## src/rtl/i2c_arb_pkg.sv

```systemverilog
// Shared constants for the two-master I2C bus arbiter.
// Holds the FSM state encoding and the default timing constants, expressed in
// clk_28 cycles.
package i2c_arb_pkg;

    // Default timing, in 28 MHz clocks
    localparam int unsigned DefBufCycles     = 140;    // ~4.9 us bus-free time
    localparam int unsigned DefIdleCycles    = 16;     // SCL/SDA high before bus is idle
    localparam int unsigned DefTimeoutCycles = 700000; // ~25 ms SCL-low watchdog

    // Arbiter FSM encoding
    localparam logic [2:0] StIdle     = 3'd0;
    localparam logic [2:0] StOwn0     = 3'd1;
    localparam logic [2:0] StOwn1     = 3'd2;
    localparam logic [2:0] StWaitStop = 3'd3;
    localparam logic [2:0] StHoldoff  = 3'd4;

endpackage

```

## src/rtl/i2c_bus_monitor.sv

```systemverilog
// Bus observer for the I2C arbiter.
// Synchronizes the raw pad levels and derives START/STOP events and an
// idle indication.
//   clk, rst             : system clock, synchronous active-high reset
//   bus_scl_i, bus_sda_i : raw asynchronous pad levels
//   scl_s, sda_s         : synchronized levels
//   start, stop          : single-cycle START / STOP conditions
//   bus_idle             : both lines high for IDLE_CYCLES clocks
module i2c_bus_monitor
    import i2c_arb_pkg::*;
#(
    parameter int unsigned IDLE_CYCLES = DefIdleCycles
) (
    input  logic clk,
    input  logic rst,
    input  logic bus_scl_i,
    input  logic bus_sda_i,
    output logic scl_s,
    output logic sda_s,
    output logic start,
    output logic stop,
    output logic bus_idle
);

    localparam int unsigned IW = $clog2(IDLE_CYCLES + 1);

    logic [1:0]    scl_sync_q, sda_sync_q;
    logic          scl_prev_q, sda_prev_q;
    logic [IW-1:0] idle_cnt_q, idle_cnt_d;

    assign scl_s = scl_sync_q[1];
    assign sda_s = sda_sync_q[1];

    // SDA edges are only conditions while SCL is high on both samples
    assign start = scl_prev_q & scl_s & sda_prev_q & ~sda_s;
    assign stop  = scl_prev_q & scl_s & ~sda_prev_q & sda_s;

    assign bus_idle = (idle_cnt_q == IW'(IDLE_CYCLES));

    always_comb begin
        idle_cnt_d = idle_cnt_q;
        if (!(scl_s && sda_s)) begin
            idle_cnt_d = '0;
        end else if (!bus_idle) begin
            idle_cnt_d = idle_cnt_q + IW'(1);
        end
    end

    // Sync flops reset to 1 so a reset never looks like a bus event
    always_ff @(posedge clk) begin
        if (rst) begin
            scl_sync_q <= 2'b11;
            sda_sync_q <= 2'b11;
            scl_prev_q <= 1'b1;
            sda_prev_q <= 1'b1;
            idle_cnt_q <= '0;
        end else begin
            scl_sync_q <= {scl_sync_q[0], bus_scl_i};
            sda_sync_q <= {sda_sync_q[0], bus_sda_i};
            scl_prev_q <= scl_s;
            sda_prev_q <= sda_s;
            idle_cnt_q <= idle_cnt_d;
        end
    end

endmodule

```

## src/rtl/i2c_bus_arbiter.sv

```systemverilog
// Two-master I2C bus arbiter (m0 = Minimig I2C, m1 = config sender).
// Grants the shared pads to one master at a time, round-robin on contention,
// enforces a bus-free hold-off after each release and a SCL-low watchdog.
//   clk, rst                  : system clock, synchronous active-high reset
//   mX_req / mX_gnt           : ownership request / grant per master
//   mX_scl_t, mX_sda_t        : master drive enables (0 = pull low)
//   mX_scl_i, mX_sda_i        : bus view returned to each master
//   bus_scl_i, bus_sda_i      : raw pad levels
//   bus_scl_t, bus_sda_t      : pad drive enables (0 = pull low)
//   busy                      : arbiter not idle
//   timeout                   : one-clock pulse when the watchdog fires
module i2c_bus_arbiter
    import i2c_arb_pkg::*;
#(
    parameter int unsigned BUF_CYCLES     = DefBufCycles,
    parameter int unsigned IDLE_CYCLES    = DefIdleCycles,
    parameter int unsigned TIMEOUT_CYCLES = DefTimeoutCycles
) (
    input  logic clk,
    input  logic rst,
    input  logic m0_req,
    input  logic m1_req,
    output logic m0_gnt,
    output logic m1_gnt,
    input  logic m0_scl_t,
    input  logic m0_sda_t,
    input  logic m1_scl_t,
    input  logic m1_sda_t,
    output logic m0_scl_i,
    output logic m0_sda_i,
    output logic m1_scl_i,
    output logic m1_sda_i,
    input  logic bus_scl_i,
    input  logic bus_sda_i,
    output logic bus_scl_t,
    output logic bus_sda_t,
    output logic busy,
    output logic timeout
);

    localparam int unsigned HW = $clog2(BUF_CYCLES + 1);
    localparam int unsigned WW = $clog2(TIMEOUT_CYCLES + 1);

    logic          scl_s, sda_s, start, stop, bus_idle;
    logic [2:0]    state_q, state_d;
    logic          rr_q, rr_d;   // 1 = m1 wins the next tie
    logic [HW-1:0] hold_q, hold_d;
    logic [WW-1:0] wd_q, wd_d;
    logic          owning, timeout_hit;

    i2c_bus_monitor #(
        .IDLE_CYCLES (IDLE_CYCLES)
    ) u_monitor (
        .clk       (clk),
        .rst       (rst),
        .bus_scl_i (bus_scl_i),
        .bus_sda_i (bus_sda_i),
        .scl_s     (scl_s),
        .sda_s     (sda_s),
        .start     (start),
        .stop      (stop),
        .bus_idle  (bus_idle)
    );

    assign owning      = (state_q == StOwn0) || (state_q == StOwn1);
    assign timeout_hit = owning && (wd_q == WW'(TIMEOUT_CYCLES));

    // Grants drop combinationally on req release or watchdog expiry
    assign m0_gnt = (state_q == StOwn0) && m0_req && !timeout_hit;
    assign m1_gnt = (state_q == StOwn1) && m1_req && !timeout_hit;

    assign bus_scl_t = m0_gnt ? m0_scl_t : (m1_gnt ? m1_scl_t : 1'b1);
    assign bus_sda_t = m0_gnt ? m0_sda_t : (m1_gnt ? m1_sda_t : 1'b1);

    // Non-owners are held in a clock stretch but still see SDA
    assign m0_scl_i = m0_gnt & scl_s;
    assign m1_scl_i = m1_gnt & scl_s;
    assign m0_sda_i = sda_s;
    assign m1_sda_i = sda_s;

    assign busy    = (state_q != StIdle);
    assign timeout = timeout_hit;

    always_comb begin
        state_d = state_q;
        rr_d    = rr_q;
        hold_d  = hold_q;
        wd_d    = '0;
        unique case (state_q)
            StIdle: begin
                if (bus_idle) begin
                    if (m0_req && (!m1_req || !rr_q)) begin
                        state_d = StOwn0;
                        rr_d    = 1'b1;
                    end else if (m1_req) begin
                        state_d = StOwn1;
                        rr_d    = 1'b0;
                    end
                end
            end
            StOwn0, StOwn1: begin
                if (timeout_hit) begin
                    state_d = StHoldoff;
                    hold_d  = '0;
                    rr_d    = (state_q == StOwn0);
                end else if (!((state_q == StOwn0) ? m0_req : m1_req)) begin
                    state_d = StWaitStop;
                end else if (!scl_s) begin
                    wd_d = wd_q + WW'(1);
                end
            end
            StWaitStop: begin
                if (stop || bus_idle) begin
                    state_d = StHoldoff;
                    hold_d  = '0;
                end
            end
            StHoldoff: begin
                // An external START restarts the bus-free interval
                if (start) begin
                    hold_d = '0;
                end else if (32'(hold_q) + 32'd1 >= BUF_CYCLES) begin
                    state_d = StIdle;
                    hold_d  = '0;
                end else begin
                    hold_d = hold_q + HW'(1);
                end
            end
            default: begin
                state_d = StIdle;
                hold_d  = '0;
            end
        endcase
    end

    always_ff @(posedge clk) begin
        if (rst) begin
            state_q <= StIdle;
            rr_q    <= 1'b0;
            hold_q  <= '0;
            wd_q    <= '0;
        end else begin
            state_q <= state_d;
            rr_q    <= rr_d;
            hold_q  <= hold_d;
            wd_q    <= wd_d;
        end
    end

endmodule

```

## config.mk

```make
export PLATFORM = sky130hd
export DESIGN_NAME = i2c_bus_arbiter
export DESIGN_NICKNAME = d
export VERILOG_FILES = /design/src/rtl/i2c_arb_pkg.sv /design/src/rtl/i2c_bus_monitor.sv /design/src/rtl/i2c_bus_arbiter.sv
export SDC_FILE = /design/constraint.sdc
export NUM_CORES = 1
export LEC_CHECK = 0
export CAP_MARGIN = 20
export CELL_PAD_IN_SITES_DETAIL_PLACEMENT = 1
export CELL_PAD_IN_SITES_GLOBAL_PLACEMENT = 2
export CORE_MARGIN = 4
export CORE_UTILIZATION = 36
export CTS_BUF_LIST = sky130_fd_sc_hd__clkbuf_8
export DETAILED_ROUTE_END_ITERATION = 12
export PLACE_DENSITY = 0.8
export SLEW_MARGIN = 20
export SYNTH_ARGS = -nofsm -noshare
export SYNTH_HDL_FRONTEND = slang
export SYNTH_SLANG_ARGS = --single-unit
```

## constraint.sdc

```tcl
create_clock -name clk -period 2.4 [get_ports clk]
set_input_delay 0.48 -clock clk [delete_from_list [all_inputs] [get_ports clk]]
set_output_delay 0.48 -clock clk [all_outputs]
set_load 0.02 [all_outputs]
```

==> results of run 1 <==
[metal layers]
metal	global-route usage, %	share of wire (%)
met1	21.2	48
met2	25.9	48
met3	2.93	3.2
met4	5.52	1.4
met5	0	0
[timing repair]
action	4_1_cts	5_1_grt
buffers inserted	0	3
gates resized for setup	24	21
setup endpoints to repair	7	7
hold buffers	0	0
pin swaps	2	3
cloned	0	0
[through the flow]
| step | instances | TNS [ns] | setup WS, ns |
|---|---|---|---|
| 2_1_floorplan | 275 | 0 | 0.365 |
| 3_3_place_gp | 391 | -0.550 | -0.124 |
| 3_5_place_dp | 391 | -0.688 | -0.177 |
| 4_1_cts | 399 | 0 | 0.0124 |
| 5_1_grt | 402 | -0.112 | -0.0340 |
| 6_report | 402 | 0 | 0.0906 |
[final cells by class]
cell class | instances | area (um2) | share of cell area [%]
Clock buffer | 7 | 96.3 | 3.39
Clock inverter | 1 | 3.75 | 0.132
Inverter | 14 | 52.6 | 1.85
Multi-Input combinational cell | 208 | 1290 | 45.4
Sequential cell | 43 | 863 | 30.4
Tap cell | 75 | 93.8 | 3.30
Timing Repair Buffer | 54 | 443 | 15.6
[path summary, 6_finish.rpt]
path	start	end	slack, ns
max	wd_q[0]	m1_gnt	0.09
min	u_monitor.sda_sync_q[0]	u_monitor.sda_sync_q[1]	0.42
min reg2reg	u_monitor.sda_sync_q[0]	u_monitor.sda_sync_q[1]	0.42
max reg2reg	hold_q[0]	state_q[1]	0.18
[registers in the layout, indices dropped and copies added, names as in the netlist]
| signal | cells |
|---|---|
| wd_q | 20 |
| state_q | 3 |
| hold_q | 8 |
| u_monitor.idle_cnt_q | 5 |
| rr_q | 1 |
| u_monitor.scl_sync_q | 2 |
| u_monitor.sda_sync_q | 2 |
| u_monitor.sda_prev_q | 1 |
| u_monitor.scl_prev_q | 1 |
[logic make-up after synthesis]
group                      count (synthesis)  share of synthesized area [%]
AOI/OAI and AO/OA                         40                           12.9
xor gates and xnor gates                  21                           8.20
DFF                                       43                           38.4
adders and majority gates                  5                           2.79
buffers and inverters                     24                           5.35
and+or+nand+nor                          142                           32.4
[power groups by stage]
stage	clock, mW	combinational (mW)	sequential, mW
after global routing	0.553	0.0643	0.729
after floorplan	0	0.0276	0.743
after detailed placement	0	0.0586	0.744
after CTS	0.523	0.0591	0.727
after global placement	0	0.0577	0.744
final	0.500	0.0580	0.727
[worst max-delay path, delay by kind of cell (launching register included)]
| family | cells | cell delay (ns) |
|---|---|---|
| buf+inv | 4 | 0.36 |
| fa+ha+maj | 1 | 0.11 |
| simple gates | 4 | 0.72 |
| flops | 1 | 0.34 |
[layout by cell type (no fill, tap or decap), types with 3 or more instances in the layout]
| cell type | netlist | final |
|---|---|---|
| dfxtp_1 | 43 | 41 |
| or2_2 | 7 | 6 |
| nor2_1 | 42 | 41 |
| buf_6 | 2 | 4 |
| a21oi_1 | 6 | 6 |
| clkdlybuf4s50_1 | 0 | 12 |
| nor3_1 | 9 | 9 |
| nand4_1 | 8 | 8 |
| or3_1 | 5 | 5 |
| and3_1 | 3 | 3 |
| nand2_1 | 29 | 28 |
| and2_1 | 6 | 6 |
| clkbuf_8 | 0 | 7 |
| buf_4 | 4 | 35 |
| a21o_1 | 3 | 3 |
| xor2_1 | 14 | 14 |
| nand4b_1 | 4 | 4 |
| o31a_1 | 3 | 3 |
| inv_1 | 14 | 13 |
| o21ai_0 | 6 | 6 |
| ha_1 | 5 | 4 |
| xnor2_1 | 7 | 7 |
| nor4_2 | 2 | 3 |
| nand3_1 | 14 | 14 |
==> impl_metrics.yaml, run 1 <==
status:
  outcome: "finished clean"
pwr:
  ir_drop_mv: 0.205
  power_density_nw_per_um2: 452
  p_seq_share_pct: 56.6
  power_frac_clock_pct: 38.9
  combPwrFrac_pct: 4.5
  p_leak_nw: 1.08
  switching_share_pct: 21.4
  switchingPower_mw: 0.275
  p_int_mw: 1.01
  finalPower_mw: 1.28
critical_path:
  cp_cell_sequence: "inv_2 > ha_4 > and4b_1 > nand4_1 > or2_4 > nand4_1 > buf_4 > inv_1 > buf_6"
  crit_top_cell: "nand4_1"
  reg2regPathDepth: 7
  required_ns: 1.92
  crit_type: "reg2out"
  worstPathMaxFanout: 5
  cp_slowest_cell: "dfxtp_2"
  startpoint_type: "flop"
  cp_data_arrival_time_ns: 1.83
  critPathCaptureType: "output port"
  crit_path_max_incr_delay_ns: 0.34
placed_design:
  place_area_um2: 2700
  gp_congestion: 0.826
  io_buffers: 19
  dpl.hpwl_um: 4360
yosys:
  synth_top_area_share_pct: 38.4
  synth_cell_type_count: 51
  syn_nets: 290
  synth_ff_type: "dfxtp_1"
  synthMostInstantiatedCell: "dfxtp_1"
  yosysSeqAreaShare_pct: 38.4
  syn_avg_cell_area_um2: 8.16
  yosys_register_bits: 43
  synthTopCellsByArea: "dfxtp_1 (38%), nor2_1 (7.0%), xor2_1 (5.5%)"
  netlist_top_cells_count: "dfxtp_1 (43), nor2_1 (42), nand2_1 (29)"
  yosys_warnings: 0
  synthesis.area_um2: 2240
  synth-edff-count: 0
  async_reset_ff_share_pct: 0
  synth_cells: 275
  synth.largest_area_cell: "dfxtp_1"
die:
  num_rows: 28
  die-area_um2: 7560
  core_area_um2: 5990
  die-width_um: 86.9
  start_util_pct: 37.4
  boundaryPins: 20
  die_height_um: 86.9
clock_network:
  clk_pin_slew_ns: 0.08
  insertion_delay_ns: 0.30
  cts_tree: "yes"
  cts-root-buf: "clkbuf_8"
  cts_buffers: 5
  cts_sinks: 43
  cts_buffer_depth: 2
  htree_num_levels: 2
cells_and_area:
  post-route-cell-area_um2: 2840
  syn_to_final_growth_pct: 26.8
  nNetsFinal: 341
  n_antenna_cell: 0
  final.fill_count: 747
  final_util_pct: 47.5
  layout-drive-gt1-share_pct: 21.4
sta:
  slew_headroom_pct: 67.6
  tightest_slew_ns: 0.482
  whs_ns: 0.419
  finalCritPeriodShare_pct: 96.2
  grt_setup_unrepaired: "yes"
  clock.fmax_ghz: 0.433
  finalHoldViolCount: 0
  maxSlewViolCount: 0
  finClkSkew_ns: 0.00573
  min_period_ns: 2.31
  finalSetupViolCount: 0
global_route:
  grt_pass1_vias: 2048
  grt_max_degree: 21
  antenna_found_initial: 0
  grt.total_usage_pct: 16.0
  overflow: 0
  grt_pass1_wl_um: 9660
hold_path:
  worstHoldPathType: "reg2reg"
  holdPathStages: 1
route:
  ant_nets: 0
  drt_first_pass_iters: 4
  drc: 0
  drtIter0Drc: 45
  routed_wl_um: 5650
  wire_per_inst_um: 14.1
  avgViaCountPerCell: 5.17
  num_vias: 2078
flow_run:
  drv_cap: 0
(Power assumes the default switching activity.)
==> run 2, diff against run 1 <==
PLACE_DENSITY = 0.85   (was 0.8)
==> impl_metrics.yaml, run 2 (synthesis results as in run 1) <==
clock_network:
  cts_sinks: 43
  cts_hold_buf: 0
  cts_tree: "yes"
  htree_num_levels: 2
  clk_pin_slew_ns: 0.09
  cts_buffer_depth: 2
  insertion_delay_ns: 0.30
  cts-root-buf: "clkbuf_8"
  cts_buffers: 5
critical_path:
  required_ns: 1.92
  worstPathMaxFanout: 5
  critPathCaptureType: "output port"
  cp-startpoint: "wd_q[1]"
  crit_type: "reg2out"
  startpoint_type: "flop"
  r2r_start: "hold_q[1]"
  cp_data_arrival_time_ns: 1.89
sta:
  finalSetupViolCount: 0
  clock.fmax_ghz: 0.423
  grt_setup_unrepaired: "yes"
  finalCritPeriodShare_pct: 98.6
  tightest_slew_ns: 0.520
  finClkSkew_ns: 0.00672
  maxSlewViolCount: 0
  whs_ns: 0.437
  slew_headroom_pct: 65.0
  setup_slack_ns: 0.0344
  finalHoldViolCount: 0
  min_period_ns: 2.37
  setup-tns-final_ns: 0
flow_run:
  drv_cap: 0
placed_design:
  pre_cts_ws_ns: -0.251
  dp.cells: 391
  dpl.hpwl_um: 4340
  io_buffers: 19
  gp_congestion: 0.797
global_route:
  grt.total_usage_pct: 16.0
  grt_max_degree: 21
  grt_util_met2_pct: 27.5
  overflow: 0
  grt_busiest_layer: "met2"
  use_met3_pct: 4.07
  grtUsageMet1_pct: 19.6
  antenna_found_initial: 0
  grt_pass1_wl_um: 9690
  grt_pass1_vias: 2095
hold_path:
  worstHoldPathType: "reg2reg"
  min_from: "u_monitor.scl_sync_q[0]"
cells_and_area:
  largest_reg_flops: 20
  reg_top3: "wd_q (20), hold_q (8), u_monitor.idle_cnt_q (5)"
  n_antenna_cell: 0
  final_util_pct: 47.5
  regArea_um2: 863
  final.fill_count: 736
  multi_input_area_um2: 1280
  final_cells: 401
  nNetsFinal: 340
  syn_to_final_growth_pct: 26.8
  final_cell_mix: "nor2_1 (41), dfxtp_1 (41), buf_4 (34)"
  largest_register: "wd_q"
  layout-drive-gt1-share_pct: 20.9
die:
  die-width_um: 86.9
  start_util_pct: 37.4
  die_height_um: 86.9
  boundaryPins: 20
  core_area_um2: 5990
  die-area_um2: 7560
  num_rows: 28
route:
  routed_wl_um: 5550
  wire_per_inst_um: 13.8
  drc: 0
  drt_first_pass_iters: 4
  num_vias: 2046
  drtIter0Drc: 40
  ant_nets: 0
  avgViaCountPerCell: 5.10
pwr:
  ir_drop_mv: 0.310
  power_density_nw_per_um2: 487
  p_leak_nw: 1.08
status:
  outcome: "finished clean"
==> run 2: timing repair <==
action | 4_1_cts | 5_1_grt
setup buffers | 2 | 0
resized for setup | 34 | 9
setup endpoints to repair | 7 | 7
pin swaps | 3 | 2
gates cloned | 0 | 0
==> run 2: stage by stage <==
stage               total power [mW]  cell area, um2
floorplan                      0.771            2240
global placement               0.802            2700
detailed placement             0.804            2700
CTS                             1.40            2840
global route                    1.45            2850
finish                          1.39            2850
==> run 2: worst max-delay path, stage by stage (launching register included) <==
cell and delay (ns):
dfxtp_2 0.33, inv_2 0.07, ha_4 0.12, and4b_1 0.19, nand4_1 0.12, or2_4 0.31, nand4_1 0.14, buf_4 0.14
nor2_2 0.03, buf_6 0.12
==> run 2: final timing paths <==
kind	to	cells after the start	slack [ns]
setup / recovery	m1_scl_i	9	0.03
hold reg to reg	u_monitor.scl_sync_q[1]	1	0.44
hold / removal	u_monitor.scl_sync_q[1]	1	0.44
setup reg to reg	state_q[0]	7	0.22
==> run 2: final cells by class <==
class,instances,share of cell area (%)
Multi-Input combinational cell,208,45.1
Clock inverter,2,1.23
Timing Repair Buffer,53,15.3
Sequential cell,43,30.3
Tap cell,75,3.30
Clock buffer,6,2.90
Inverter,14,1.85
==> run 2: per-layer routing <==
layer  share of wire [%]  vias up
met2                  48       14
met5                   0        -
met4                 1.6        0
li1                    -     1054
met3                 2.7        8
met1                  48      970
==> run 2: power by group <==
part	switching [mW]	internal, mW	total, mW
clock network	0.262	0.337	0.599
logic	0.0275	0.0324	0.0599
registers	0.00725	0.720	0.728
